===== config.mk =====
export PLATFORM = sky130hd
export DESIGN_NAME = dlfloat_mac_seq
export DESIGN_NICKNAME = d
export VERILOG_FILES = /design/src/rtl/dlfloat_pkg.sv /design/src/rtl/dlfloat_byte_packer.sv /design/src/rtl/dlfloat_mac_seq.sv
export SDC_FILE = /design/constraint.sdc
export NUM_CORES = 1
export LEC_CHECK = 0
export CORE_MARGIN = 2
export CORE_UTILIZATION = 33
export CTS_BUF_LIST = sky130_fd_sc_hd__clkbuf_2
export DETAILED_ROUTE_END_ITERATION = 12
export SLEW_MARGIN = 20
export SYNTH_ARGS = -nofsm -noshare
export SYNTH_HDL_FRONTEND = slang
export SYNTH_SLANG_ARGS = --single-unit

===== constraint.sdc =====
create_clock -name clk -period 2.69 [get_ports clk]
set_input_delay 0.538 -clock clk [delete_from_list [all_inputs] [get_ports clk]]
set_output_delay 0.538 -clock clk [all_outputs]
set_load 0.02 [all_outputs]

===== src/rtl/dlfloat_pkg.sv =====
// Shared definitions for the DLFloat16 MAC sequencer.
//   - DLFloat16 field widths: 1 sign bit, 6 exponent bits (bias 31), 9 mantissa bits
//   - common constants: zero and one
//   - sequencer state encoding
package dlfloat_pkg;

   localparam int SIGN_W = 1;
   localparam int EXP_W  = 6;
   localparam int MAN_W  = 9;
   localparam int BIAS   = 31;
   localparam int DLF_W  = SIGN_W + EXP_W + MAN_W;

   localparam logic [DLF_W-1:0] DLF_ZERO = 16'h0000;
   // 1.0 is a positive sign, a biased exponent equal to the bias, and an all-zero mantissa (16'h3E00).
   localparam logic [DLF_W-1:0] DLF_ONE  = {{SIGN_W{1'b0}}, EXP_W'(BIAS), {MAN_W{1'b0}}};

   typedef enum logic [2:0] {
      ST_IDLE  = 3'd0,
      ST_LOAD  = 3'd1,
      ST_ISSUE = 3'd2,
      ST_DRAIN = 3'd3,
      ST_DONE  = 3'd4
   } seq_state_t;

endpackage


===== src/rtl/dlfloat_byte_packer.sv =====
// Assembles one operand pair from four bytes.
// Byte order: a[7:0], a[15:8], b[7:0], b[15:8].
// Ports:
//   clk, rst_n - clock, asynchronous active-low reset
//   clr        - restart assembly at byte 0 (job start)
//   take       - a byte transfers this cycle
//   in_data    - the byte
//   pair       - {a, b}; the final byte is forwarded straight from in_data,
//                so pair is complete in the cycle that pair_done is high
//   pair_done  - the fourth byte of a pair transfers this cycle
module dlfloat_byte_packer
   import dlfloat_pkg::*;
(
   input  logic               clk,
   input  logic               rst_n,
   input  logic               clr,
   input  logic               take,
   input  logic [7:0]         in_data,
   output logic [2*DLF_W-1:0] pair,
   output logic               pair_done
);

   logic [1:0] byte_idx_r;
   logic [7:0] a_lo_r;
   logic [7:0] a_hi_r;
   logic [7:0] b_lo_r;

   // Byte counter (wraps 3 -> 0) and the first three bytes of the pair.
   always_ff @(posedge clk or negedge rst_n) begin
      if (!rst_n) begin
         byte_idx_r <= 2'd0;
         a_lo_r     <= 8'h00;
         a_hi_r     <= 8'h00;
         b_lo_r     <= 8'h00;
      end else if (clr) begin
         byte_idx_r <= 2'd0;
      end else if (take) begin
         byte_idx_r <= byte_idx_r + 2'd1;
         case (byte_idx_r)
            2'd0:    a_lo_r <= in_data;
            2'd1:    a_hi_r <= in_data;
            2'd2:    b_lo_r <= in_data;
            default: b_lo_r <= b_lo_r;   // last byte is used directly from in_data
         endcase
      end else begin
         byte_idx_r <= byte_idx_r;
      end
   end

   // Completed pair and its strobe.
   always_comb begin
      pair      = {a_hi_r, a_lo_r, in_data, b_lo_r};
      pair_done = take & (byte_idx_r == 2'd3);
   end

endmodule


===== src/rtl/dlfloat_mac_seq.sv =====
// Feeds the DLFloat16 MAC from a byte-wide stream and returns a dot-product result.
// Ports:
//   clk, rst_n           - clock, asynchronous active-low reset
//   start, cfg_len       - begin a job of cfg_len operand pairs (accepted only when idle)
//   in_data/valid/ready  - operand byte stream
//   mac_a, mac_b         - operands to the MAC
//   mac_en, mac_clr      - one-cycle strobes: consume operands / clear the accumulator
//   mac_result           - MAC accumulator output (valid MAC_LAT cycles after mac_en)
//   res_data/valid/ready - job result port
//   busy                 - high in every state except IDLE
module dlfloat_mac_seq
   import dlfloat_pkg::*;
#(
   parameter int LEN_W   = 8,
   parameter int MAC_LAT = 3
) (
   input  logic             clk,
   input  logic             rst_n,
   input  logic             start,
   input  logic [LEN_W-1:0] cfg_len,
   input  logic [7:0]       in_data,
   input  logic             in_valid,
   output logic             in_ready,
   output logic [15:0]      mac_a,
   output logic [15:0]      mac_b,
   output logic             mac_en,
   output logic             mac_clr,
   input  logic [15:0]      mac_result,
   output logic [15:0]      res_data,
   output logic             res_valid,
   input  logic             res_ready,
   output logic             busy
);

   localparam int                 DRAIN_W    = (MAC_LAT < 2) ? 1 : $clog2(MAC_LAT + 1);
   localparam logic [DRAIN_W-1:0] DRAIN_LOAD = DRAIN_W'(MAC_LAT);
   localparam logic [DRAIN_W-1:0] DRAIN_ONE  = DRAIN_W'(1);
   localparam logic [DRAIN_W-1:0] DRAIN_ZERO = {DRAIN_W{1'b0}};
   localparam logic [LEN_W-1:0]   LEN_ZERO   = {LEN_W{1'b0}};
   localparam logic [LEN_W-1:0]   LEN_ONE    = LEN_W'(1);

   seq_state_t          state_r;
   logic [LEN_W-1:0]    len_r;
   logic [LEN_W-1:0]    prod_cnt_r;
   logic [DRAIN_W-1:0]  drain_cnt_r;
   logic                in_ready_r;
   logic                mac_en_r;
   logic                mac_clr_r;
   logic [DLF_W-1:0]    mac_a_r;
   logic [DLF_W-1:0]    mac_b_r;
   logic [DLF_W-1:0]    res_data_r;
   logic                res_valid_r;
   logic                busy_r;

   logic                take_s;
   logic                job_start_s;
   logic [LEN_W-1:0]    prod_nxt_s;
   logic [2*DLF_W-1:0]  pair_s;
   logic                pair_done_s;

   // Byte handshake, job-start detection and the incremented product count.
   always_comb begin
      take_s     = in_valid & in_ready_r;
      prod_nxt_s = prod_cnt_r + LEN_ONE;
      if ((state_r == ST_IDLE) && start && (cfg_len != LEN_ZERO)) begin
         job_start_s = 1'b1;
      end else begin
         job_start_s = 1'b0;
      end
   end

   dlfloat_byte_packer u_packer (
      .clk       (clk),
      .rst_n     (rst_n),
      .clr       (job_start_s),
      .take      (take_s),
      .in_data   (in_data),
      .pair      (pair_s),
      .pair_done (pair_done_s)
   );

   // Sequencer FSM with counters and registered outputs.
   always_ff @(posedge clk or negedge rst_n) begin
      if (!rst_n) begin
         state_r     <= ST_IDLE;
         len_r       <= LEN_ZERO;
         prod_cnt_r  <= LEN_ZERO;
         drain_cnt_r <= DRAIN_ZERO;
         in_ready_r  <= 1'b0;
         mac_en_r    <= 1'b0;
         mac_clr_r   <= 1'b0;
         mac_a_r     <= DLF_ZERO;
         mac_b_r     <= DLF_ZERO;
         res_data_r  <= DLF_ZERO;
         res_valid_r <= 1'b0;
         busy_r      <= 1'b0;
      end else begin
         // Strobes are single-cycle unless a transition below raises them.
         mac_en_r  <= 1'b0;
         mac_clr_r <= 1'b0;
         case (state_r)
            ST_IDLE: begin
               if (job_start_s) begin
                  len_r      <= cfg_len;
                  prod_cnt_r <= LEN_ZERO;
                  mac_clr_r  <= 1'b1;
                  in_ready_r <= 1'b1;
                  busy_r     <= 1'b1;
                  state_r    <= ST_LOAD;
               end else if (start) begin
                  // Empty job: result is zero, the MAC is never touched.
                  res_data_r  <= DLF_ZERO;
                  res_valid_r <= 1'b1;
                  busy_r      <= 1'b1;
                  state_r     <= ST_DONE;
               end else begin
                  state_r <= ST_IDLE;
               end
            end
            ST_LOAD: begin
               if (pair_done_s) begin
                  mac_a_r    <= pair_s[2*DLF_W-1:DLF_W];
                  mac_b_r    <= pair_s[DLF_W-1:0];
                  in_ready_r <= 1'b0;
                  mac_en_r   <= 1'b1;
                  state_r    <= ST_ISSUE;
               end else begin
                  state_r <= ST_LOAD;
               end
            end
            ST_ISSUE: begin
               prod_cnt_r <= prod_nxt_s;
               if (prod_nxt_s == len_r) begin
                  drain_cnt_r <= DRAIN_LOAD;
                  state_r     <= ST_DRAIN;
               end else begin
                  in_ready_r <= 1'b1;
                  state_r    <= ST_LOAD;
               end
            end
            ST_DRAIN: begin
               // Capture in the cycle the count reaches zero: that is MAC_LAT
               // cycles after mac_en, when mac_result includes the last product.
               if (drain_cnt_r <= DRAIN_ONE) begin
                  drain_cnt_r <= DRAIN_ZERO;
                  res_data_r  <= mac_result;
                  res_valid_r <= 1'b1;
                  state_r     <= ST_DONE;
               end else begin
                  drain_cnt_r <= drain_cnt_r - DRAIN_ONE;
               end
            end
            ST_DONE: begin
               if (res_ready) begin
                  res_valid_r <= 1'b0;
                  busy_r      <= 1'b0;
                  state_r     <= ST_IDLE;
               end else begin
                  state_r <= ST_DONE;
               end
            end
            default: begin
               in_ready_r  <= 1'b0;
               res_valid_r <= 1'b0;
               busy_r      <= 1'b0;
               state_r     <= ST_IDLE;
            end
         endcase
      end
   end

   // Output ports straight from registers.
   always_comb begin
      in_ready  = in_ready_r;
      mac_a     = mac_a_r;
      mac_b     = mac_b_r;
      mac_en    = mac_en_r;
      mac_clr   = mac_clr_r;
      res_data  = res_data_r;
      res_valid = res_valid_r;
      busy      = busy_r;
   end

endmodule

# Word-level counts from Yosys, hierarchy flattened
# Cells that the tools add are included.
# word_totals
regBits	100
inputBits	37
out_inout_bits	53
wordCells	100
# classes
add_sub_neg	3
magnitude_cmp	1
eq_ne	17
n_mux	34
bitwise_logic	6
n_reduce_logical	23
# ops
operator	n
two-way mux 16 bit	3
case mux 16 bit (2 select lines)	1
!= test 2 bit, second input constant	8
case mux 8 bit (2 select lines)	1
case mux 3 bit (5 select lines)	1
two-way mux 1 bit	13
two-way mux 2 bit	6
two-way mux 3 bit	4
AND reduction 3 bit	4
adder 8 x 1 -> 8 bit, second input constant	1
== test 8 bit	1
two-way mux 8 bit	1
case mux 1 bit (4 select lines)	2
AND reduction 2 bit	4
AND reduction 4 bit	2
nonzero test 2 bit	4
nonzero test 8 bit	1
== test 3 x 2 -> 1 bit, second input constant	2
AND reduction 5 bit	1
== test 2 bit, second input constant	2
NOT 1 bit	4
case mux 2 bit (2 select lines)	1
OR reduction 2 bit	2
== test 3 x 1 -> 1 bit, second input constant	1
other kinds (12)	14

# Logic depth before layout (Yosys ltp)
# depth
word_depth	6
mapped_depth	8
ltp_nobuf	7

# Hierarchy
# A second synthesis with hierarchy kept.
# hier_totals
hier_cells	326
area_unflattened_um2	4289.1
# modules_own_cells
mod	n_inst	cells_each	area_each_um2	seq_area_each_um2
dlfloat_mac_seq	1	253	3141.8	1851.8
dlfloat_byte_packer	1	73	1147.4	650.6

# Worst setup path after synthesis
# No wires, ideal clock.
# synth_path
path_kind	input to register
start	in cfg_len[1]
end	reg u_packer.a_hi_r[0]
setup_time_ns	0.128
arrival_ns	1.870
required_time_ns	2.562
setup_slack_ns	0.692
path_stages	7
n_path_buf	0
cell_sequence	nor4_1 nand2_1 nand2_1 inv_2 nor2_2 nand2_2 mux2_1
# synth_via
elab_chain_cells	5
# synth_rtl
item	line	rtl
from (decl)	dlfloat_mac_seq.sv:20	input logic [LEN_W-1:0] cfg_len,
nonzero test 8 bit	dlfloat_mac_seq.sv:65	if ((state_r == ST_IDLE) && start && (cfg_len != LEN_ZERO)) begin
logical AND 1 bit	dlfloat_mac_seq.sv:65	
two-way mux 1 bit	dlfloat_mac_seq.sv:65	
NOT 1 bit (no source line)	-	
AND reduction 3 bit (no source line)	-	
to (signal assigned)	dlfloat_byte_packer.sv:41	2'd1: a_hi_r <= in_data;
to (decl)	dlfloat_byte_packer.sv:25	logic [7:0] a_hi_r;
# Every way passes these cells.
# A chain may end at the register's enable or synchronous reset.

# Final worst setup path
# layout_path
start	reg in_ready_r, in the netlist in_ready
end	out in_ready
# layout_lines
item	line	rtl
from (decl)	dlfloat_mac_seq.sv:46	logic in_ready_r;
from (signal assigned)	dlfloat_mac_seq.sv:89	in_ready_r <= 1'b0;
from (signal assigned)	dlfloat_mac_seq.sv:107	in_ready_r <= 1'b1;
from (signal assigned)	dlfloat_mac_seq.sv:124	in_ready_r <= 1'b0;
to (decl)	dlfloat_mac_seq.sv:23	output logic in_ready,
# No word-level cell between the ends.

==> flow_metrics.tcl <==
set metrics [dict create \
    grt_pass1_vias 3406 \
    crit_start "in_ready" \
    fmax_mhz 431.2 \
    clockRootBuffer "clkbuf_2" \
    ys_ff_latch 100 \
    clock_tree.buffer_depth 2 \
    grt_pass1_wl_um 16730 \
    synth.area.top_cells "dfrtp_1 58%, nand2_1 14%, mux2_1 6.2%" \
    core_area_um2 12720 \
    insertion_delay_ps 570 \
    drv_slew 0 \
    setup_viol 0 \
    path_buf_inv 1 \
    synth_nets 484 \
    r2r_cells 6 \
    switchingPower_w 0.001913 \
    power_density_nw_per_um2 927.2 \
    setup_tns_ps 0 \
    fin_nets 574 \
    fin_cells 709 \
    cp_slowest_cell "clkdlybuf4s50_1" \
    met3_length_um 468 \
    grt_overflow 0 \
    yosys.area.top_type "dfrtp_1" \
    hp-class "input pin to flop" \
    worst-path-stages 1 \
    die_area_um2 14070 \
    post_cts_buffers 0 \
    leakagePower_nw 2.652 \
    cts.sink_count 100 \
    path_max_fanout 8 \
    timing_hold_violations_final 0 \
    ios 90 \
    route.detailed.drc 0 \
    r2r-start "prod_cnt_r[0]" \
    clk_pin_slew_ps 250 \
    arrival_ps 1780 \
    avgSynthCellArea_um2 9.811 \
    fin_skew_ps 33.11 \
    cts_resized 0 \
    crit_chain "clkdlybuf4s50_1" \
    worstReg2RegEnd "in_ready" \
    met1_length_um 4789 \
    worstSetupEndpoint "in_ready" \
    synth.most_common_cell "nand2_1" \
    whs_ps 474.7 \
    async_flop_share 1.000 \
    seq_area_frac_synth 0.5770 \
    drv_cap 0 \
    drive_above_1_share 0.06530 \
    min_period_over_period 0.8621 \
    die_h_um 118.6 \
    antenna_left 0 \
    cp-start-kind "flop" \
    initial_core_util 0.3409 \
    p_int_w 0.003227 \
    p_sw_frac 0.3722 \
    synth_edf_count 0 \
    syn_area_um2 4337 \
    place_inst 692 \
    rows 41 \
    grt_start_max_net_pins 49 \
    gp_congestion 0.7749 \
    viasPerCell 4.697 \
    tightest_slew_ps 631.1 \
    drtPass1Iterations 4 \
    routed.top_layer "met4" \
    antenna_found_initial 1 \
    pwr-share-comb 0.398 \
    rsz0062_at_grt "no" \
    numCtsBuffers 9 \
    slew_headroom 0.5793 \
    cts_tree "built" \
    period_needed_ps 2319 \
    vias 3330 \
    routed_wl_um 10060 \
    reg2reg_slack_ps 510 \
    drt_iter0_drc 144 \
    synth.lib_cells_used.distinct 49 \
    wl_per_cell_um 14.18 \
    critPathKind "flop to output port" \
    syn-instance-count 442 \
    required_ps 2150 \
    power_frac_clock 0.135 \
    area_delta_synth_final_pct 27.84 \
    wl_met2_um 4647 \
    hpwl_um 7024 \
    vdd_drop_max_uv 431.8 \
    crit_family "buffers and inverters" \
    cts_hold_buf 1 \
    htreeDepth 3 \
    status "finished, final reports clean" \
    ys.flop_type "dfrtp_1" \
    grtUsageTotal 0.1478 \
    seqPwrFrac 0.467 \
    synth_common_cells "164 x nand2_1, 100 x dfrtp_1, 24 x mux2_1" \
    io_buffers 89 \
    slowest_delay_ps 670 \
    ys_warn_count 0 \
    die_w_um 118.6 \
    critPathCaptureType "output port" \
    yosys.area.top_type_share 0.5770 \
]
-- layout by cell type (no fill, tap or decap), types with 2 or more instances in the layout --
cell               n
dfrtp_1          100
mux2_1            24
inv_1              4
buf_4             12
o21a_1             2
o21ai_0            3
clkdlybuf4s50_1   88
nor4_1             3
and3_1             3
xor2_1             7
or3_1              2
inv_2              2
nand3_1           22
o211ai_1           2
clkbuf_2          10
a21oi_1            9
a211oi_1           4
nor2_1             8
xnor2_1            2
nand2_1          164
clkinv_1           2
nor3_1             3
and4_1             2
nand2b_1           6
ha_1               5
a22o_1             2
o21ai_1           11
nand3b_1           6
nand2_2            3
-- metrics by stage --
stage          setup slack [ps]  utilization  power (W)  instance area [um^2]
2_1_floorplan             692.4            -   0.003546                  4337
5_1_grt                   295.2       0.4358   0.005515                  5544
3_5_place_dp              147.8       0.4266   0.004504                  5428
6_report                  370.9       0.4358   0.005140                  5544
4_1_cts                   334.4       0.4356   0.005200                  5542
3_3_place_gp              205.2       0.4266   0.004448                  5428
-- layer usage --
metal  track usage  vias up
li1              -     1636
met1        0.1978     1615
met2        0.2342       67
met3       0.03282       12
met4       0.05580        0
met5             0        -
-- state kept, by name, summed over array words and instances (netlist names) --
signal and flops:
mac_a 16, mac_b 16, res_data 16, len_r 8
prod_cnt_r 8, u_packer.a_hi_r 8, u_packer.a_lo_r 8, u_packer.b_lo_r 8
state_r 3, drain_cnt_r 2, u_packer.byte_idx_r 2, busy 1
in_ready 1, mac_clr 1, mac_en 1, res_valid 1
-- cells by family after synthesis --
kind of cell	Yosys count	share of synthesized area
AND/OR/NAND/NOR	233	0.2369
XOR/XNOR	9	0.01818
buffers and inverters	28	0.02712
adder cells (fa/ha/maj)	5	0.01443
multiplexers	25	0.06463
AO/OA/AOI/OAI	42	0.06174
flip-flops	100	0.5770
-- worst min-delay path by stage --
| stage | from | to | slack (ps) | depth (start not counted) |
|---|---|---|---|---|
| final | mac_result[10] | res_data[10] | 470 | 3 |
| after global routing | mac_result[11] | res_data[11] | 420 | 3 |
| after CTS | mac_result[10] | res_data[10] | 450 | 3 |
| after detailed placement | u_packer.a_hi_r[7] | mac_a[15] | 450 | 2 |
| after global placement | res_data[14] | res_data[14] | 450 | 2 |
| after floorplan | rst_n | busy | 240 | 0 |
-- final cells by class --
type	count	area, um^2
fillers	1288	7178
flip-flops and latches	100	2502
multi-input cells	314	1717
clock inverters	5	53.80
clock buffers	10	50.05
repair buffers	101	980.9
diodes	1	2.502
well taps	172	215.2
inverters	6	22.52
-- power by group through the flow --
stage	clock [W]	combinational [W]	sequential [W]
final	0.000695	0.00205	0.00240
after global routing	0.000774	0.00226	0.00248
after CTS	0.000714	0.00208	0.00241
after detailed placement	0	0.00207	0.00244
after global placement	0	0.00202	0.00242
after floorplan	0	0.000851	0.00269
Note: power is estimated with default switching activity, not from simulation.
